`src/rtl/mpu_mult_sequencer.sv`:
```
// mpu_mult_sequencer
// Sequences one matrix multiply C = A x B through a shared scalar FPU.
// Operands come from the matrix register file (1-cycle read latency); every
// product and every accumulation is issued as a single FPU request with a
// req/ack handshake; each finished dot product is written back to dst.
//
// Optional feature macro: MPU_SEQ_FUSED_FIRST_EN
//   defined   : the first product of each dot product (kk == 0) is loaded
//               straight into the accumulator and its ADD is skipped.
//   undefined : every product is added to an accumulator that starts at +0.0.
//
// dst may alias src_a/src_b; there is no hazard protection, results are
// written in the order they are computed.
module mpu_mult_sequencer #(
  parameter int FP = 32,
  parameter int M  = 2,
  parameter int K  = 2,
  parameter int N  = 2,
  parameter int RW = 2,
  parameter int IW = 1,
  parameter int DW = 2
) (
  input  logic          clk,
  input  logic          rst_n,
  input  logic          start,
  input  logic [RW-1:0] src_a,
  input  logic [RW-1:0] src_b,
  input  logic [RW-1:0] dst,
  input  logic [DW-1:0] dim_m,
  input  logic [DW-1:0] dim_k,
  input  logic [DW-1:0] dim_n,
  output logic          busy,
  output logic          done,
  output logic          error,
  output logic          rd_en,
  output logic [RW-1:0] rd_a_reg,
  output logic [RW-1:0] rd_b_reg,
  output logic [IW-1:0] rd_a_row,
  output logic [IW-1:0] rd_a_col,
  output logic [IW-1:0] rd_b_row,
  output logic [IW-1:0] rd_b_col,
  input  logic [FP-1:0] rd_a_data,
  input  logic [FP-1:0] rd_b_data,
  output logic          fpu_req,
  output logic [1:0]    fpu_op,
  output logic [FP-1:0] fpu_a,
  output logic [FP-1:0] fpu_b,
  input  logic          fpu_ack,
  input  logic [FP-1:0] fpu_result,
  input  logic          fpu_result_valid,
  output logic          wr_en,
  output logic [RW-1:0] wr_reg,
  output logic [IW-1:0] wr_row,
  output logic [IW-1:0] wr_col,
  output logic [FP-1:0] wr_data
);

  // fpu_operation_t encoding
  localparam logic [1:0] FPU_NOP  = 2'd0;
  localparam logic [1:0] FPU_ADD  = 2'd1;
  localparam logic [1:0] FPU_MULT = 2'd2;

  localparam logic [3:0] S_IDLE     = 4'd0;
  localparam logic [3:0] S_CHECK    = 4'd1;
  localparam logic [3:0] S_READ     = 4'd2;
  localparam logic [3:0] S_RDWAIT   = 4'd3;
  localparam logic [3:0] S_MUL_REQ  = 4'd4;
  localparam logic [3:0] S_MUL_WAIT = 4'd5;
  localparam logic [3:0] S_ADD_REQ  = 4'd6;
  localparam logic [3:0] S_ADD_WAIT = 4'd7;
  localparam logic [3:0] S_WRITE    = 4'd8;
  localparam logic [3:0] S_FIN      = 4'd9;

  // True when idx is the last valid index of a dimension of size dim.
  function automatic logic is_last(input logic [IW-1:0] idx, input logic [DW-1:0] dim);
    return (DW'(idx) == (dim - DW'(1'b1)));
  endfunction

  // True when a dimension is zero or exceeds its maximum.
  function automatic logic dim_bad(input logic [DW-1:0] dim, input int max_dim);
    return (dim == {DW{1'b0}}) || (dim > DW'(max_dim));
  endfunction

  // control / datapath state
  logic [3:0]    state_r,  state_s;
  logic [RW-1:0] src_a_r,  src_a_s;
  logic [RW-1:0] src_b_r,  src_b_s;
  logic [RW-1:0] dst_r,    dst_s;
  logic [DW-1:0] dim_m_r,  dim_m_s;
  logic [DW-1:0] dim_k_r,  dim_k_s;
  logic [DW-1:0] dim_n_r,  dim_n_s;
  logic [IW-1:0] i_r,      i_s;
  logic [IW-1:0] j_r,      j_s;
  logic [IW-1:0] kk_r,     kk_s;
  logic [FP-1:0] acc_r,    acc_s;
  logic [FP-1:0] prod_r,   prod_s;
  logic [FP-1:0] op_a_r,   op_a_s;
  logic [FP-1:0] op_b_r,   op_b_s;
  logic          bad_r,    bad_s;

  // registered outputs
  logic          busy_r,     busy_s;
  logic          done_r,     done_s;
  logic          error_r,    error_s;
  logic          rd_en_r,    rd_en_s;
  logic [RW-1:0] rd_a_reg_r, rd_a_reg_s;
  logic [RW-1:0] rd_b_reg_r, rd_b_reg_s;
  logic [IW-1:0] rd_a_row_r, rd_a_row_s;
  logic [IW-1:0] rd_a_col_r, rd_a_col_s;
  logic [IW-1:0] rd_b_row_r, rd_b_row_s;
  logic [IW-1:0] rd_b_col_r, rd_b_col_s;
  logic          fpu_req_r,  fpu_req_s;
  logic [1:0]    fpu_op_r,   fpu_op_s;
  logic [FP-1:0] fpu_a_r,    fpu_a_s;
  logic [FP-1:0] fpu_b_r,    fpu_b_s;
  logic          wr_en_r,    wr_en_s;
  logic [RW-1:0] wr_reg_r,   wr_reg_s;
  logic [IW-1:0] wr_row_r,   wr_row_s;
  logic [IW-1:0] wr_col_r,   wr_col_s;
  logic [FP-1:0] wr_data_r,  wr_data_s;

  // Next-state, datapath and next-output logic; outputs are a function of the
  // next state so that they appear registered and aligned with the state.
  always_comb begin
    state_s = state_r;
    src_a_s = src_a_r;
    src_b_s = src_b_r;
    dst_s   = dst_r;
    dim_m_s = dim_m_r;
    dim_k_s = dim_k_r;
    dim_n_s = dim_n_r;
    i_s     = i_r;
    j_s     = j_r;
    kk_s    = kk_r;
    acc_s   = acc_r;
    prod_s  = prod_r;
    op_a_s  = op_a_r;
    op_b_s  = op_b_r;
    bad_s   = bad_r;

    case (state_r)
      S_IDLE: begin
        if (start) begin
          src_a_s = src_a;
          src_b_s = src_b;
          dst_s   = dst;
          dim_m_s = dim_m;
          dim_k_s = dim_k;
          dim_n_s = dim_n;
          bad_s   = 1'b0;
          state_s = S_CHECK;
        end else begin
          state_s = S_IDLE;
        end
      end
      S_CHECK: begin
        if (dim_bad(dim_m_r, M) || dim_bad(dim_k_r, K) || dim_bad(dim_n_r, N)) begin
          bad_s   = 1'b1;
          state_s = S_FIN;
        end else begin
          i_s     = {IW{1'b0}};
          j_s     = {IW{1'b0}};
          kk_s    = {IW{1'b0}};
          acc_s   = {FP{1'b0}};
          state_s = S_READ;
        end
      end
      S_READ: begin
        state_s = S_RDWAIT;
      end
      S_RDWAIT: begin
        // read data is valid in this cycle (1-cycle latency after rd_en)
        op_a_s  = rd_a_data;
        op_b_s  = rd_b_data;
        state_s = S_MUL_REQ;
      end
      S_MUL_REQ: begin
        if (fpu_ack) begin
          state_s = S_MUL_WAIT;
        end else begin
          state_s = S_MUL_REQ;
        end
      end
      S_MUL_WAIT: begin
        if (fpu_result_valid) begin
          prod_s = fpu_result;
`ifdef MPU_SEQ_FUSED_FIRST_EN
          if (kk_r == {IW{1'b0}}) begin
            acc_s = fpu_result;
            if (is_last(kk_r, dim_k_r)) begin
              state_s = S_WRITE;
            end else begin
              kk_s    = kk_r + IW'(1'b1);
              state_s = S_READ;
            end
          end else begin
            state_s = S_ADD_REQ;
          end
`else
          state_s = S_ADD_REQ;
`endif
        end else begin
          state_s = S_MUL_WAIT;
        end
      end
      S_ADD_REQ: begin
        if (fpu_ack) begin
          state_s = S_ADD_WAIT;
        end else begin
          state_s = S_ADD_REQ;
        end
      end
      S_ADD_WAIT: begin
        if (fpu_result_valid) begin
          acc_s = fpu_result;
          if (is_last(kk_r, dim_k_r)) begin
            state_s = S_WRITE;
          end else begin
            kk_s    = kk_r + IW'(1'b1);
            state_s = S_READ;
          end
        end else begin
          state_s = S_ADD_WAIT;
        end
      end
      S_WRITE: begin
        // the write happens during this cycle; set up the next element
        acc_s = {FP{1'b0}};
        kk_s  = {IW{1'b0}};
        if (is_last(j_r, dim_n_r)) begin
          j_s = {IW{1'b0}};
          if (is_last(i_r, dim_m_r)) begin
            state_s = S_FIN;
          end else begin
            i_s     = i_r + IW'(1'b1);
            state_s = S_READ;
          end
        end else begin
          j_s     = j_r + IW'(1'b1);
          state_s = S_READ;
        end
      end
      S_FIN: begin
        state_s = S_IDLE;
      end
      default: begin
        state_s = S_IDLE;
      end
    endcase

    busy_s  = (state_s != S_IDLE);
    done_s  = (state_s == S_FIN);
    error_s = (state_s == S_FIN) ? bad_s : 1'b0;

    if (state_s == S_READ) begin
      rd_en_s    = 1'b1;
      rd_a_reg_s = src_a_s;
      rd_a_row_s = i_s;
      rd_a_col_s = kk_s;
      rd_b_reg_s = src_b_s;
      rd_b_row_s = kk_s;
      rd_b_col_s = j_s;
    end else begin
      rd_en_s    = 1'b0;
      rd_a_reg_s = {RW{1'b0}};
      rd_a_row_s = {IW{1'b0}};
      rd_a_col_s = {IW{1'b0}};
      rd_b_reg_s = {RW{1'b0}};
      rd_b_row_s = {IW{1'b0}};
      rd_b_col_s = {IW{1'b0}};
    end

    case (state_s)
      S_MUL_REQ: begin
        fpu_req_s = 1'b1;
        fpu_op_s  = FPU_MULT;
        fpu_a_s   = op_a_s;
        fpu_b_s   = op_b_s;
      end
      S_ADD_REQ: begin
        fpu_req_s = 1'b1;
        fpu_op_s  = FPU_ADD;
        fpu_a_s   = acc_s;
        fpu_b_s   = prod_s;
      end
      default: begin
        fpu_req_s = 1'b0;
        fpu_op_s  = FPU_NOP;
        fpu_a_s   = {FP{1'b0}};
        fpu_b_s   = {FP{1'b0}};
      end
    endcase

    if (state_s == S_WRITE) begin
      wr_en_s   = 1'b1;
      wr_reg_s  = dst_s;
      wr_row_s  = i_s;
      wr_col_s  = j_s;
      wr_data_s = acc_s;
    end else begin
      wr_en_s   = 1'b0;
      wr_reg_s  = {RW{1'b0}};
      wr_row_s  = {IW{1'b0}};
      wr_col_s  = {IW{1'b0}};
      wr_data_s = {FP{1'b0}};
    end
  end

  // FSM state, latched command and dot-product datapath registers
  always_ff @(posedge clk or negedge rst_n) begin
    if (!rst_n) begin
      state_r <= S_IDLE;
      src_a_r <= {RW{1'b0}};
      src_b_r <= {RW{1'b0}};
      dst_r   <= {RW{1'b0}};
      dim_m_r <= {DW{1'b0}};
      dim_k_r <= {DW{1'b0}};
      dim_n_r <= {DW{1'b0}};
      i_r     <= {IW{1'b0}};
      j_r     <= {IW{1'b0}};
      kk_r    <= {IW{1'b0}};
      acc_r   <= {FP{1'b0}};
      prod_r  <= {FP{1'b0}};
      op_a_r  <= {FP{1'b0}};
      op_b_r  <= {FP{1'b0}};
      bad_r   <= 1'b0;
    end else begin
      state_r <= state_s;
      src_a_r <= src_a_s;
      src_b_r <= src_b_s;
      dst_r   <= dst_s;
      dim_m_r <= dim_m_s;
      dim_k_r <= dim_k_s;
      dim_n_r <= dim_n_s;
      i_r     <= i_s;
      j_r     <= j_s;
      kk_r    <= kk_s;
      acc_r   <= acc_s;
      prod_r  <= prod_s;
      op_a_r  <= op_a_s;
      op_b_r  <= op_b_s;
      bad_r   <= bad_s;
    end
  end

  // Output registers; reset forces every output (and fpu_op = NOP) to zero
  always_ff @(posedge clk or negedge rst_n) begin
    if (!rst_n) begin
      busy_r     <= 1'b0;
      done_r     <= 1'b0;
      error_r    <= 1'b0;
      rd_en_r    <= 1'b0;
      rd_a_reg_r <= {RW{1'b0}};
      rd_b_reg_r <= {RW{1'b0}};
      rd_a_row_r <= {IW{1'b0}};
      rd_a_col_r <= {IW{1'b0}};
      rd_b_row_r <= {IW{1'b0}};
      rd_b_col_r <= {IW{1'b0}};
      fpu_req_r  <= 1'b0;
      fpu_op_r   <= FPU_NOP;
      fpu_a_r    <= {FP{1'b0}};
      fpu_b_r    <= {FP{1'b0}};
      wr_en_r    <= 1'b0;
      wr_reg_r   <= {RW{1'b0}};
      wr_row_r   <= {IW{1'b0}};
      wr_col_r   <= {IW{1'b0}};
      wr_data_r  <= {FP{1'b0}};
    end else begin
      busy_r     <= busy_s;
      done_r     <= done_s;
      error_r    <= error_s;
      rd_en_r    <= rd_en_s;
      rd_a_reg_r <= rd_a_reg_s;
      rd_b_reg_r <= rd_b_reg_s;
      rd_a_row_r <= rd_a_row_s;
      rd_a_col_r <= rd_a_col_s;
      rd_b_row_r <= rd_b_row_s;
      rd_b_col_r <= rd_b_col_s;
      fpu_req_r  <= fpu_req_s;
      fpu_op_r   <= fpu_op_s;
      fpu_a_r    <= fpu_a_s;
      fpu_b_r    <= fpu_b_s;
      wr_en_r    <= wr_en_s;
      wr_reg_r   <= wr_reg_s;
      wr_row_r   <= wr_row_s;
      wr_col_r   <= wr_col_s;
      wr_data_r  <= wr_data_s;
    end
  end

  assign busy     = busy_r;
  assign done     = done_r;
  assign error    = error_r;
  assign rd_en    = rd_en_r;
  assign rd_a_reg = rd_a_reg_r;
  assign rd_b_reg = rd_b_reg_r;
  assign rd_a_row = rd_a_row_r;
  assign rd_a_col = rd_a_col_r;
  assign rd_b_row = rd_b_row_r;
  assign rd_b_col = rd_b_col_r;
  assign fpu_req  = fpu_req_r;
  assign fpu_op   = fpu_op_r;
  assign fpu_a    = fpu_a_r;
  assign fpu_b    = fpu_b_r;
  assign wr_en    = wr_en_r;
  assign wr_reg   = wr_reg_r;
  assign wr_row   = wr_row_r;
  assign wr_col   = wr_col_r;
  assign wr_data  = wr_data_r;

endmodule
```
`config.mk`:
```
export PLATFORM = sky130hd
export DESIGN_NAME = mpu_mult_sequencer
export DESIGN_NICKNAME = d
export VERILOG_FILES = /design/src/rtl/mpu_mult_sequencer.sv
export SDC_FILE = /design/constraint.sdc
export NUM_CORES = 1
export LEC_CHECK = 0
export ABC_AREA = 1
export BUFFER_PORTS_ARGS = -buffer_cell sky130_fd_sc_hd__buf_4
export CORE_MARGIN = 8
export CORE_UTILIZATION = 25
export CTS_CLUSTER_SIZE = 24
export DETAILED_ROUTE_END_ITERATION = 16
export GPL_TIMING_DRIVEN = 0
export PLACE_DENSITY_LB_ADDON = 0.05
export SLEW_MARGIN = 10
export SYNTH_ARGS = -nofsm -noshare
export SYNTH_HDL_FRONTEND = slang
export SYNTH_SLANG_ARGS = --single-unit
```
`constraint.sdc`:
```
create_clock -name clk -period 4.9 [get_ports clk]
set_clock_uncertainty 0.05 [all_clocks]
set_input_delay 0.735 -clock clk [delete_from_list [all_inputs] [get_ports clk]]
set_output_delay 0.735 -clock clk [all_outputs]
set_load 0.005 [all_outputs]
```
Word level (Yosys, flattened, before mapping)
Index checks and enable logic that the tools add are counted.

Mux-type cells: 53. Magnitude comparators: 3. Add/subtract/negate cells: 6. Reduce and logical (&&, ||, !) cells: 12. Eq/ne operators: 16.

Operators with widths (number): 32-bit 2-to-1 mux (7); 32-bit case mux with 2 select lines (2); 32-bit case mux with 3 select lines (1); 4-bit case mux with 9 select lines (1); 4-bit by 3-bit == test with 1-bit output, second input constant (6); 1-bit 2-to-1 mux (22); 2-bit 2-to-1 mux (10); 4-bit 2-to-1 mux (5); 4-bit by 2-bit == test with 1-bit output, second input constant (3); 4-bit == test, second input constant (3); 1-bit by 2-bit == test with 1-bit output (3); 2-bit > comparator, second input constant (3); 2-bit logical NOT (3); 1-bit case mux with 2 select lines (3); 2-bit by 1-bit subtractor with 2-bit output, second input constant (3); 1-bit logical OR (5); 4-bit by 1-bit == test with 1-bit output, second input constant (1); 4-bit logical NOT (1); 2-bit case mux with 2 select lines (1); 4-bit nonzero test (1); 1-bit adder, second input constant (3); 1-bit case mux with 3 select lines (1); 2-bit AND reduction (1); 2-bit OR reduction (1).

Output and inout port bits: 116. Register bits after elaboration: 263. Logic and storage cells: 123. Input port bits: 113.

Longest topological paths before layout
Depth in word-level cells: 9. Depth in mapped cells: 13. Mapped depth without buffers: 11.

Least setup slack after synthesis
Ideal clock, no wire load.

Path type: input to register. Start point: input port fpu_result_valid. End point: register fpu_a_r[10], in the netlist fpu_a[10]. Setup slack: 2.893 ns. Stages: 12. Data required time: 4.732 ns. Arrival: 1.839 ns. Library setup time: 0.118 ns. Path buffers: 3. Cells stage by stage: buf_2 > inv_2 > nor2_2 > nand3_1 > nand2_1 > nand2_1 > nor2_4 > nor2_4 > buf_6 > buf_6 > nand3_1 > nand2_1.

Cells in the longest elaborated chain, start to end: 4. Elaborated cells between the ends (all ways): 8. Classes of those cells: eq/ne: 2; mux: 6.

Ends and longest elaborated chain: start: declaration (RTL line 50) `input logic fpu_result_valid,`; 4-bit 2-to-1 mux / 2-bit 2-to-1 mux (equally long branches) (RTL line 214, 185); 4-bit case mux with 9 select lines (RTL line 141) `case (state_r)`; 4-bit by 3-bit == test with 1-bit output (RTL line 273) `case (state_s)`; 32-bit case mux with 2 select lines * (RTL line 273); via fpu_a_s[10] (RTL line 114) `logic [FP-1:0] fpu_a_r, fpu_a_s;`; end signal: assignment (RTL line 361) `fpu_a_r <= {FP{1'b0}};`; end signal: assignment (RTL line 381) `fpu_a_r <= fpu_a_s;`; end: declaration (RTL line 114).

Mark *: on every way through the listed nets, which the timed path passes. The rest lies on a longest branch. A chain may end at the register's enable or synchronous reset.

Worst setup path after layout
Start point: input port fpu_result_valid. End point: register fpu_a_r[3], in the netlist fpu_a[3].

The elaborated chain is that of the path after synthesis.

==> impl_metrics.ini <==
[global_routing]
grt_max_degree = 100
grt.total_usage_pct = 15.9
grt_first_pass_wirelength_um = 59800
grt_pass1_vias = 9198
grt_overflow_total = 0
grt_antenna_before_repair = 0

[synthesis]
synth.area.mux_share_pct = 6.70
synthAdderAreaFrac_pct = 0
post_synth_xor_area_fraction_pct = 0
post-synth-top-area-fraction_pct = 61.2
synthCells = 1074
synth-compound-area-share_pct = 4.07
ys_warns = 0
synth.net_count = 1187
synthTopCellsByArea = dfrtp_1 61%, nand2_1 7.3%, mux2_2 6.7%
synth_simple_gate_area_share_pct = 20.7
yosys_register_bits = 263
synth-seq-area-share_pct = 61.2
synthDominantAreaCellType = dfrtp_1
syn_std_cell_area_mm2 = 0.0108
avgSynthCellArea_um2 = 10.0
synthDistinctLibCells = 25
largest_family_of_logic_cells_by_synthesized_area = simple AND/OR/NAND/NOR gates

[final_layout]
syn2layout_area_growth_pct = 33.5
final_net_count = 1453
final_layout_size_suffix_gt1_share_pct = 30.7
stdcell_area_mm2 = 0.0144
final_util_pct = 33.5
n_diodes = 0

[clock_network]
tritoncts_clock_tree = built
cts_hold_repair.buffers = 0
cts.root.buffer_cell = clkbuf_16
clock_sink_count = 263
clock_latency_ns = 0.54
clockBufferDepth = 3
h_tree_level_count = 2
clk_transition_reported_paths_ns = 0.06
cts_buffers = 35
post_cts_buffers = 0
cts-resized-gates = 0

[min_path]
hp-class = input pin to async pin

[routing]
detailroute.via_count = 8312
route.final.wire_length_um = 39600
detail_route.first_pass.iterations = 4
drtAntennaViolNets = 0
drt_iter0_markers = 485
routed_via_density = 4.35
route.detailed.wl_per_inst_um = 20.7
drc = 0

[sta]
timing.final.crit_period_ns = 2.33
timing_worst_slew_pin_value_ns = 0.714
finalSetupViolations = 0
timing.fmax_ghz = 0.430
timing.slew.headroom_pct = 52.4
setup_tns_ns = 0
post-route-period-util_pct = 47.5
drv_slew = 0
rsz0062_at_grt = false
timing_hold_violations_final = 0

[setup_path]
critPathLaunchType = input pin
cp.arrival_ns = 2.74
timing.setup.critical_path_class = input pin to flip-flop
critical_path.endpoint_type = flip-flop
worstPathMaxFanout = 10
critPathRequiredTime_ns = 5.31

[placement]
io_buffers = 227
placed_cell_area_mm2 = 0.0132
finalWeightedCongestion = 0.754
detailed_place_hpwl_um = 28800

[floorplan]
core_region_area_mm2 = 0.0428
start_util_pct = 25.1
die_w_um = 223
std_cell_rows = 76
die_h_um = 223
floorplan.io_pins = 229
die_area_mm2 = 0.0499

[pwr]
powerDensity_mw_per_mm2 = 615
total_power_w = 0.00882
leakage_nw = 7.60
vdd_drop_max_mv = 0.190

[status]
run_status = completed

[run]
max_cap_violations = 0
==> layout by cell type (no fill, tap or decap), types with 2 or more instances in the layout <==
cell type / instances
clkbuf_16: 37
nor2_4: 2
buf_2: 13
mux2_2: 64
inv_2: 11
bufinv_16: 2
nor3_1: 2
a21oi_1: 4
a211oi_1: 3
or2_2: 6
dfrtp_1: 263
nor2_1: 85
clkbuf_1: 39
nand2_2: 4
buf_1: 3
nand2_1: 208
clkbuf_8: 7
buf_6: 7
clkinv_2: 5
inv_1: 92
nand4_1: 66
nor2_2: 7
nand3_1: 104
nand3_2: 4
o21ai_0: 76
buf_4: 244
buf_16: 2
==> cell families (layout without fill, tap and decap cells) <==
group                  after synthesis  count (layout)
DFF                                263             263
and+or+nand+nor                    489             489
muxes                               64              64
AOI/OAI and AO/OA                   85              85
buffers and inverters              173             464
==> worst max-delay path, stage by stage <==
cell and delay, ns:
buf_2 0.18, inv_2 0.21, nor2_1 0.09, o21ai_2 0.24, buf_2 0.42, clkbuf_1 0.49
nand3_1 0.24, nand2_1 0.13
==> where the power goes <==
group | total, W | switching [W] | internal, W | leakage [nW]
sequential | 0.00316 | 0.000244 | 0.00292 | 3.39
combinational | 0.00309 | 0.00193 | 0.00115 | 3.65
clock | 0.00258 | 0.000986 | 0.00159 | 0.566
==> path summary, 6_finish.rpt <==
kind	from	to	slack [ns]	depth (start not counted)
worst max-delay path	fpu_result_valid	fpu_a[3]$_DFF_PN0_	2.57	8
worst min register to register	bad_r$_DFF_PN0_	bad_r$_DFF_PN0_	0.42	2
worst min-delay path	rst_n	fpu_b[17]$_DFF_PN0_	0.11	1
min in group clk	dim_n[1]	dim_n_r[1]$_DFFE_PN0P_	0.36	3
max in group asynchronous	rst_n	op_a_r[11]$_DFF_PN0_	3.31	3
worst max register to register	state_r[0]$_DFF_PN0_	fpu_a[3]$_DFF_PN0_	2.62	7
==> metrics by stage <==
step	hold WS (ns)	setup slack [ns]	instances
6_report	0.107	2.57	1911
5_1_grt	0.149	2.44	1911
4_1_cts	0.121	2.55	1911
3_5_place_dp	0.413	1.97	1849
3_3_place_gp	0.409	0.433	1847
2_1_floorplan	0.389	2.89	1074
==> synthesized netlist by cell type (all sizes together) <==
cell type and number:
dfrtp 263, nand2 212, nand3 108, inv 103, nor2 94, o21ai 77
nand4 67, mux2 64, buf 41, clkbuf 29, or2 6, a21oi 4
a211oi 3, nor3 2, a31oi 1
==> layer usage <==
metal | routed length, µm | track usage (%)
met5 | 0 | 0
met4 | 613 | 3.44
met3 | 1870 | 3.56
met2 | 18300 | 25.3
met1 | 18800 | 21.8
==> layout make-up <==
cell class | count | area, µm²
fillers | 4523 | 28400
flip-flops and latches | 263 | 6580
multi-input cells | 638 | 3380
repair buffers | 229 | 1770
clock buffers | 54 | 1060
well taps | 546 | 683
plain buffers | 70 | 399
inverters | 103 | 387
clock inverters | 8 | 92.6
(Power assumes the default switching activity.)
